### config.mk
export PLATFORM = sky130hd
export DESIGN_NAME = keypad_time_entry
export DESIGN_NICKNAME = d
export VERILOG_FILES = /design/src/rtl/keypad_pkg.sv /design/src/rtl/key_debouncer.sv /design/src/rtl/keypad_time_entry.sv
export SDC_FILE = /design/constraint.sdc
export NUM_CORES = 1
export LEC_CHECK = 0
export ABC_AREA = 1
export CORE_MARGIN = 2
export CORE_UTILIZATION = 51
export CTS_CLUSTER_DIAMETER = 120
export CTS_CLUSTER_SIZE = 8
export DETAILED_ROUTE_END_ITERATION = 6
export PLACE_DENSITY = 0.76
export SLEW_MARGIN = 25
export SYNTH_ARGS = -nofsm -noshare
export SYNTH_HDL_FRONTEND = slang
export SYNTH_SLANG_ARGS = --single-unit
### constraint.sdc
create_clock -name clk -period 3.3 [get_ports clk]
set_clock_uncertainty 0.1 [all_clocks]
set_input_delay 0.66 -clock clk [delete_from_list [all_inputs] [get_ports clk]]
set_output_delay 0.66 -clock clk [all_outputs]
set_load 0.05 [all_outputs]
### src/rtl/keypad_pkg.sv
// Shared types and constants for the microwave keypad time-entry front end.
package keypad_pkg;

  // Press-tracking FSM states
  typedef enum logic [1:0] {
    IDLE      = 2'd0,
    DEBOUNCE  = 2'd1,
    HELD      = 2'd2,
    WAIT_LOAD = 2'd3
  } state_t;

  localparam int         NUM_KEYS     = 10;
  localparam int         START_BIT    = 10;
  localparam int         PAT_W        = NUM_KEYS + 1;
  localparam int         MAX_DIGITS   = 3;
  localparam logic [3:0] MAX_SEC_TENS = 4'd5;

  // Converts a one-hot digit key vector into its BCD digit value
  function automatic logic [3:0] onehot_to_digit(input logic [NUM_KEYS-1:0] key_vec);
    logic [3:0] digit;
    digit = 4'd0;
    for (int i = 0; i < NUM_KEYS; i++) begin
      if (key_vec[i]) digit = 4'(i);
    end
    return digit;
  endfunction

endpackage

### src/rtl/key_debouncer.sv
// Synchronizes the raw keys, waits for a key pattern to hold steady for
// DEBOUNCE_CYCLES cycles and emits a single accept pulse per press. Release
// tracking holds off new presses until all keys are up and any pending
// transfer (i_load_busy) has completed.
module key_debouncer
  import keypad_pkg::*;
#(
  parameter int DEBOUNCE_CYCLES = 16,
  parameter int CNT_W           = $clog2(DEBOUNCE_CYCLES + 1)
) (
  input  logic             clk,
  input  logic             i_reset,
  input  logic [NUM_KEYS-1:0] i_keys,
  input  logic             i_start_key,
  input  logic             i_load_busy,
  output logic             o_accept_pulse,
  output logic [PAT_W-1:0] o_accept_pattern
);

  logic [PAT_W-1:0] w_raw;
  logic [PAT_W-1:0] r_meta;
  logic [PAT_W-1:0] r_sync;
  logic [PAT_W-1:0] w_p;
  logic [PAT_W-1:0] r_cand;
  logic [CNT_W-1:0] r_cnt;
  state_t           r_state;
  state_t           w_state_next;
  logic             w_match;
  logic             w_cnt_done;
  logic             w_any;

  assign w_raw      = {i_start_key, i_keys};
  assign w_p        = r_sync;
  assign w_any      = (w_p != '0);
  assign w_match    = (w_p == r_cand);
  assign w_cnt_done = (r_cnt == CNT_W'(DEBOUNCE_CYCLES - 1));

  // Two-flop synchronizer on the whole 11-bit key pattern
  always_ff @(posedge clk) begin
    if (i_reset) begin
      r_meta <= '0;
      r_sync <= '0;
    end else begin
      r_meta <= w_raw;
      r_sync <= r_meta;
    end
  end

  // State register
  always_ff @(posedge clk) begin
    if (i_reset) r_state <= IDLE;
    else         r_state <= w_state_next;
  end

  // Candidate capture in IDLE and stability counting in DEBOUNCE
  always_ff @(posedge clk) begin
    if (i_reset) begin
      r_cand <= '0;
      r_cnt  <= '0;
    end else if (r_state == IDLE) begin
      r_cand <= w_p;
      r_cnt  <= '0;
    end else if (r_state == DEBOUNCE && w_match && !w_cnt_done) begin
      r_cnt  <= r_cnt + CNT_W'(1);
    end
  end

  // Next-state logic; a bounce during DEBOUNCE restarts from IDLE
  always_comb begin
    w_state_next = r_state;
    case (r_state)
      IDLE:      if (w_any) w_state_next = DEBOUNCE;
      DEBOUNCE: begin
        if (!w_match)        w_state_next = IDLE;
        else if (w_cnt_done) w_state_next = HELD;
      end
      HELD:      if (!w_any) w_state_next = i_load_busy ? WAIT_LOAD : IDLE;
      WAIT_LOAD: if (!w_any && !i_load_busy) w_state_next = IDLE;
      default:   w_state_next = IDLE;
    endcase
  end

  // Accept pulse fires on the last stable debounce cycle only
  always_comb begin
    o_accept_pulse   = (r_state == DEBOUNCE) && w_match && w_cnt_done;
    o_accept_pattern = r_cand;
  end

endmodule

### src/rtl/keypad_time_entry.sv
// Microwave timer keypad front end: digits shift in from the right into
// mins/sec_tens/sec_ones, start requests a transfer via load_valid/load_ready.
module keypad_time_entry
  import keypad_pkg::*;
#(
  parameter int DEBOUNCE_CYCLES = 16,
  parameter int CNT_W           = $clog2(DEBOUNCE_CYCLES + 1)
) (
  input  logic                clk,
  input  logic                reset,
  input  logic [NUM_KEYS-1:0] keys,
  input  logic                start_key,
  input  logic                clear,
  input  logic                enable,
  input  logic                load_ready,
  output logic [3:0]          sec_ones,
  output logic [3:0]          sec_tens,
  output logic [3:0]          mins,
  output logic                load_valid,
  output logic                entry_error
);

  logic             w_accept;
  logic [PAT_W-1:0] w_pattern;
  logic             w_is_digit;
  logic             w_is_start;
  logic             w_time_ok;
  logic             w_room;
  logic             w_act;
  logic [3:0]       w_digit;

  logic [3:0] r_sec_ones;
  logic [3:0] r_sec_tens;
  logic [3:0] r_mins;
  logic [1:0] r_digit_count;
  logic       r_load_valid;
  logic       r_entry_error;

  key_debouncer #(
    .DEBOUNCE_CYCLES (DEBOUNCE_CYCLES),
    .CNT_W           (CNT_W)
  ) u_debouncer (
    .clk              (clk),
    .i_reset          (reset),
    .i_keys           (keys),
    .i_start_key      (start_key),
    .i_load_busy      (r_load_valid),
    .o_accept_pulse   (w_accept),
    .o_accept_pattern (w_pattern)
  );

  // Exactly one digit key and no start key counts as a digit press
  assign w_is_digit = !w_pattern[START_BIT] && $onehot(w_pattern[NUM_KEYS-1:0]);
  assign w_is_start = w_pattern[START_BIT] && (w_pattern[NUM_KEYS-1:0] == '0);
  assign w_digit    = onehot_to_digit(w_pattern[NUM_KEYS-1:0]);
  assign w_room     = (r_digit_count < 2'(MAX_DIGITS));
  assign w_time_ok  = ({r_mins, r_sec_tens, r_sec_ones} != 12'd0) &&
                      (r_sec_tens <= MAX_SEC_TENS);
  // Accepted presses are dropped while disabled or while a transfer is pending
  assign w_act      = w_accept && enable && !r_load_valid;

  // Digit shift register, handshake and error pulse; clear beats handshake beats key
  always_ff @(posedge clk) begin
    if (reset) begin
      r_sec_ones    <= 4'd0;
      r_sec_tens    <= 4'd0;
      r_mins        <= 4'd0;
      r_digit_count <= 2'd0;
      r_load_valid  <= 1'b0;
      r_entry_error <= 1'b0;
    end else begin
      r_entry_error <= 1'b0;
      if (clear || (r_load_valid && load_ready)) begin
        r_sec_ones    <= 4'd0;
        r_sec_tens    <= 4'd0;
        r_mins        <= 4'd0;
        r_digit_count <= 2'd0;
        r_load_valid  <= 1'b0;
      end else if (w_act) begin
        if (w_is_digit && w_room) begin
          r_mins        <= r_sec_tens;
          r_sec_tens    <= r_sec_ones;
          r_sec_ones    <= w_digit;
          r_digit_count <= r_digit_count + 2'd1;
        end else if (w_is_start) begin
          if (w_time_ok) r_load_valid  <= 1'b1;
          else           r_entry_error <= 1'b1;
        end
      end
    end
  end

  assign sec_ones    = r_sec_ones;
  assign sec_tens    = r_sec_tens;
  assign mins        = r_mins;
  assign load_valid  = r_load_valid;
  assign entry_error = r_entry_error;

endmodule
# ---- Word level (Yosys, flattened, before mapping)
# Index checks and enable logic that the tools add are counted.
dict set report totals {
  reg_bits 56
  latchBits 0
  ram_bits 0
  romBits 0
  mem_count 0
}
dict set report op_classes {
  n_addsub 11
  multipliers 0
  div 0
  magnitude_cmp 2
  n_eq_ne 10
  shift 0
  mux 17
  bitwise_logic 3
  reduce_logical 26
}
# op count
set ops {}
lappend ops {{4-bit two-way mux} 8}
lappend ops {{2-bit two-way mux} 6}
lappend ops {{12-bit nonzero test} 1}
lappend ops {{11-bit == test} 1}
lappend ops {{1-bit logical AND} 11}
lappend ops {{11-bit nonzero test} 1}
lappend ops {{1-bit by 1-bit adder with 2-bit output} 5}
lappend ops {{10-bit logical NOT} 1}
lappend ops {{2-bit case mux with 4 select lines} 1}
lappend ops {{4-bit AND reduction} 2}
lappend ops {{2-bit by 2-bit adder with 3-bit output} 2}
lappend ops {{5-bit by 1-bit adder with 5-bit output, second input constant} 1}
lappend ops {{5-bit by 4-bit == test with 1-bit output, second input constant} 1}
lappend ops {{5-bit OR reduction} 1}
lappend ops {{3-bit by 3-bit adder with 4-bit output} 1}
lappend ops {{4-bit by 2-bit adder with 4-bit output} 1}
lappend ops {{2-bit == test, second input constant} 2}
lappend ops {{4-bit by 1-bit == test with 1-bit output, second input constant} 1}
lappend ops {{4-bit by 3-bit less-or-equal comparator with 1-bit output, second input constant} 1}
lappend ops {{1-bit logical NOT} 4}
lappend ops {{2-bit by 1-bit inequality test with 1-bit output, second input constant} 2}
lappend ops {{2-bit OR reduction} 2}
lappend ops {{3-bit inequality test, second input constant} 1}
lappend ops {{1-bit NOT} 3}
lappend ops {{other kinds (8)} 9}

# ---- Longest topological paths before layout
dict set report logic_depth {
  depth_word 9
  mapped_depth 16
}

# ---- Modules after synthesis
# Synthesis repeated with hierarchy kept, for this count alone.
dict set report unflattened {
  cells_unflattened 433
  area_unflattened_um2 2871.5
}
# module instances cells_each area_per_inst_um2 seq_area_each_um2
set by_module_without_submodules {}
lappend by_module_without_submodules {key_debouncer 1 274 1810.5 800.8}
lappend by_module_without_submodules {keypad_time_entry 1 159 1061.0 320.3}

# ---- Worst setup path before layout
# Ideal clock, no wire load.
dict set report synth_timing {
  kind {reg2reg}
  from {reg u_debouncer.r_cand[3] (netlist: u_debouncer.o_accept_pattern[3])}
  to {reg r_sec_ones[3] (netlist: sec_ones[3])}
  t_arrival_ps 3304
  required_time_ps 3087
  slack_ps -218
  stages_incl_launch_ff 15
  n_path_buf 1
  path_cell_list {dfxtp_1 fa_1 fa_1 inv_1 fa_1 inv_1 ha_1 inv_1 fa_1 nand4_1 nor2_1 nand4_4 buf_6 o21ai_1 nor2_1}
}
dict set report synth_via {
  elab_chain_cells 8
  word_cells_on_any_way 20
}
# item line_no
set synth_lines {}
lappend synth_lines {{from (decl)} key_debouncer.sv:24} ;# logic [PAT_W-1:0] r_cand;
lappend synth_lines {{from (signal assigned)} key_debouncer.sv:61} ;# r_cand <= w_p;
lappend synth_lines {{1-bit by 1-bit adder with 2-bit output} keypad_time_entry.sv:53} ;# assign w_is_digit = !w_pattern[START_BIT] && $onehot(w_pattern[NUM_KEYS-1:0]);
lappend synth_lines {{2-bit by 2-bit adder with 3-bit output} keypad_time_entry.sv:53}
lappend synth_lines {{3-bit by 3-bit adder with 4-bit output} keypad_time_entry.sv:53}
lappend synth_lines {{4-bit by 2-bit adder with 4-bit output} keypad_time_entry.sv:53}
lappend synth_lines {{4-bit by 1-bit == test with 1-bit output} keypad_time_entry.sv:53}
lappend synth_lines {{1-bit logical AND} keypad_time_entry.sv:53}
lappend synth_lines {{1-bit logical AND} keypad_time_entry.sv:80} ;# if (w_is_digit && w_room) begin
lappend synth_lines {{2-bit AND reduction (no line)} -}
lappend synth_lines {{to (signal assigned)} keypad_time_entry.sv:83} ;# r_sec_ones <= w_digit;
lappend synth_lines {{to (decl)} keypad_time_entry.sv:32} ;# logic [3:0] r_sec_ones;
# Several ways; a longest one is shown, not always the timed one.
# A chain may end at the register's enable or synchronous reset.

# ---- Worst setup path in the final report
dict set report layout_timing {
  from {reg u_debouncer.r_cand[1] (netlist: u_debouncer.o_accept_pattern[1])}
  to {reg r_sec_ones[0] (netlist: sec_ones[0])}
}
dict set report layout_via {
  elab_chain_cells 9
  word_cells_on_any_way 22
}
# item
set layout_lines {}
lappend layout_lines {{branches (longest 9 deep; another with 3-bit by 3-bit adder with 4-bit output)}}
# Several ways; the timed one is not identified.

==> metrics.md <==
| Metric | Value |
|---|---|
| Outcome | `finished with violations` |
| Violated checks | `setup timing` |
| Type of the most critical hold path | `reg -> reg` |
| N_diodes | `0` |
| Final wirelength | `5.56 mm` |
| First-pass GRT wire length | `9.40 mm` |
| Setup crit end kind | `flip-flop` |
| Vias per Instance | `4.69` |
| Inserted Clock Buffers | `5` |
| Pwr dens | `531 mW/mm^2` |
| Worst EP arrival | `3700 ps` |
| Area contributors post-synth | `dfxtp_1 (40%), nand2_1 (13%), inv_1 (11%)` |
| 1st-iter DRT viols | `80` |
| Worst hold start | `u_debouncer.r_meta[9]$_SDFF_PP0_` |
| Mapped Area | `between 0.002 and 0.003 mm^2` |
| Final min period | `3590 ps` |
| Pre-CTS setup slack | `-307 ps` |
| Sink Count | `between 50 and 60` |
| GPL Wtd Cong | `0.919` |
| Reg power frac | `between 40% and 50%` |
| Fin worst setup slack | `-292 ps` |
| CP endpoint | `sec_ones[0]$_SDFFE_PP0P_` |
| Switch Pwr | `566 uW` |
| Setup_tns | `-3730 ps` |
| Max-cap violations | `0` |
| Synthesized instance count | `416` |
| Final period util | `109%` |
| Syn Nets | `444` |
| Hold-fix buffers at CTS | `0` |
| Final setup fails | `15` |
| Synth unique cells | `27` |
| CTS tree | `yes` |
| Fin. max-slew vios | `0` |
| DIE WIDTH | `between 70 and 80 um` |
| Number of synthesized flops with an enable pin | `0` |
| Final core occ | `62.9%` |
| Flop-to-flop setup slack | `-290 ps` |
| Post-DRT Antenna Nets | `0` |
| DP HPWL | `approximately 4.3 mm` |
| Post-synth top area cell | `dfxtp_1` |
| Max Clk Rate | `0.278 GHz` |
| Starting density of the core | `approximately 52%` |
| Yosys top cell area share | `39.8%` |
| Drt first pass iters | `4` |
| # DRC | `0` |
| Largest fanout on the critical path | `8` |
| H-Tree Depth | `2` |
| Worst Tran Pin Value | `slightly above 600 ps` |
| Syn_area_per_cell | `around 6.8 um^2` |
| Warnings, synthesis | `0` |
| Commonest register cell after synthesis | `dfxtp_1` |
| Unrepaired setup endpoints after global routing | `yes` |
| Register area share after synthesis | `39.8%` |
| Io pins | `30` |
| R2R Path Start | `u_debouncer.o_accept_pattern[1]$_SDFFE_PP0P_` |
| Clk slew on worst S/H paths | `90 ps` |
| Reg2reg end | `sec_ones[0]$_SDFFE_PP0P_` |
| Die height | `78.3 um` |
| Standard-cell row count | `27` |
| Die area | `approximately 0.0061 mm^2` |
| Vias in the first global route | `2280` |
| Clock power frac | `28.3%` |
| Core region area | `0.00541 mm^2` |
| P_leak | `1.68 nW` |
| Syn-to-layout area delta | `20.8%` |
| Final hold vios | `0` |
| Net Sw Frac | `31.3%` |
| Port-buffer cells | `29` |
| Comb pwr share | `30.3%` |
| Seq cells post-synth | `56` |
| Worst Path Required | `~3400 ps` |
| Startpoint types | `flip-flop` |
| Routed wire length per instance | `10.5 um` |
| Max Buffers Root-to-Sink | `2` |
| Hold Slack | `between 300 and 400 ps` |
| Via count | `2469` |
| Peak VDD IR | `about 0.32 mV` |
| Share of layout cells above drive strength 1 | `11.9%` |
| Total grt overflow | `0` |
| Synth async-reset ratio | `0%` |
| Initial antenna violation count | `0` |
| Skew-Pair Late Insertion Delay | `310 ps` |
| All-Layer GR Usage | `19.5%` |
| Largest net degree at the start of global routing | `25` |
| Worst-case reg-to-reg path depth | `14` |
| Root Driver | `clkbuf_8` |
| P_int | `~1.2 mW` |
| Setup CP Type | `reg -> reg` |
| Nets | `483` |
| Critical Path Start | `u_debouncer.o_accept_pattern[1]$_SDFFE_PP0P_` |
| Max-slew headroom | `58.2%` |
==> state kept, by name (all words and copies together) (netlist names) <==
| name | flops |
|---|---|
| u_debouncer.r_sync | 11 |
| u_debouncer.r_state | 2 |
| r_digit_count | 2 |
| u_debouncer.r_cnt | 5 |
| sec_ones | 4 |
| load_valid | 1 |
| mins | 4 |
| sec_tens | 4 |
| u_debouncer.r_meta | 11 |
| u_debouncer.o_accept_pattern | 11 |
| entry_error | 1 |
==> synth_stat cells, types with 2 or more instances <==
cell and instances:
nand2_1 94, a21oi_1 19, nand3_1 16, inv_2 12, inv_1 79, fa_1 6
nand4_1 8, nor2_2 3, dfxtp_1 56, nand2_2 5, buf_6 2, xnor2_1 2
clkbuf_1 5, o21ai_0 19, nor2_1 72, ha_1 6, nor3_1 2
==> per-stage QoR <==
stage	area (um^2)	power [mW]	cells
after CTS	3370	1.80	526
after floorplan	2820	1.12	416
after global placement	3230	1.23	518
final	3400	1.81	527
after detailed placement	3230	1.26	518
after global routing	3400	1.92	527
==> power by group through the flow <==
stage | combinational [mW] | clock (mW) | sequential, mW
finish | 0.546 | 0.511 | 0.747
global route | 0.609 | 0.553 | 0.753
CTS | 0.526 | 0.525 | 0.747
detailed placement | 0.493 | 0 | 0.763
global placement | 0.468 | 0 | 0.761
floorplan | 0.352 | 0 | 0.763
==> cells in the final DEF (no fill, tap or decap), types with 2 or more instances in the layout <==
cell / synthesis / layout
a21oi_1: 19 / 19
nand2_2: 5 / 8
dfxtp_1: 56 / 52
buf_4: 1 / 10
ha_1: 6 / 5
inv_1: 79 / 78
nor2_2: 3 / 4
xnor2_1: 2 / 2
fa_1: 6 / 5
nand2_1: 94 / 91
nor2_1: 72 / 71
inv_2: 12 / 13
nand3_1: 16 / 16
clkbuf_8: 0 / 5
bufinv_16: 0 / 2
nor3_1: 2 / 2
buf_6: 2 / 2
clkdlybuf4s50_1: 0 / 29
o21ai_0: 19 / 17
nand4_1: 8 / 8
dfxtp_2: 0 / 4
o21ai_1: 1 / 2
==> metal layers <==
layer | routed length (um) | share of wire (%) | track usage (%) | up-vias
met1 | 2390 | 43 | 21.9 | 1098
met3 | 198 | 3.6 | 4.14 | 9
met4 | 93 | 1.7 | 7.89 | 0
met2 | 2870 | 52 | 35.7 | 45
li1 | - | - | - | 1317
met5 | 0 | 0 | 0 | -
==> kinds of logic (layout without fill, tap and decap cells) <==
family / count (synthesis) / count (layout) / synth area share (%)
adders and majority gates: 12 / 12 / 6.93
AOI/OAI and AO/OA: 41 / 41 / 7.42
DFF: 56 / 56 / 39.8
and+or+nand+nor: 205 / 205 / 31.2
xor gates and xnor gates: 2 / 2 / 0.622
buffers and inverters: 100 / 139 / 14.0
==> what timing repair did <==
action | CTS | global route
buffers inserted | 1 | 1
pin swaps | 1 | 1
endpoints found under the setup margin | 15 | 15
gates resized for setup | 4 | 8
==> layout make-up <==
class | count | area [um^2]
Clock inverter | 2 | 60.1
Fill cell | 495 | 2000
Tap cell | 72 | 90.1
Timing Repair Buffer | 41 | 388
Inverter | 91 | 342
Clock buffer | 5 | 68.8
Sequential cell | 56 | 1130
Multi-Input combinational cell | 260 | 1330
==> worst max-delay path, cell delays in order, from the launching register on <==
cell	delay [ps]
dfxtp_2	340
fa_1	490
fa_1	520
inv_1	50
fa_1	420
inv_1	70
ha_2	180
inv_2	40
fa_2	510
nand4_1	110
nor2_2	150
nand4_4	140
buf_4	180
o21ai_1	130
nor2_1	50
==> worst min-delay path by stage <==
stage / to / depth (start not counted)
2_1_floorplan: u_debouncer.r_sync[0]$_SDFF_PP0_ / 2
3_3_place_gp: u_debouncer.r_sync[10]$_SDFF_PP0_ / 2
3_5_place_dp: u_debouncer.r_sync[9]$_SDFF_PP0_ / 2
4_1_cts: u_debouncer.r_sync[9]$_SDFF_PP0_ / 2
5_1_grt: u_debouncer.r_sync[3]$_SDFF_PP0_ / 2
6_report: u_debouncer.r_sync[9]$_SDFF_PP0_ / 2
No activity file was read; power rests on OpenSTA's default activity.
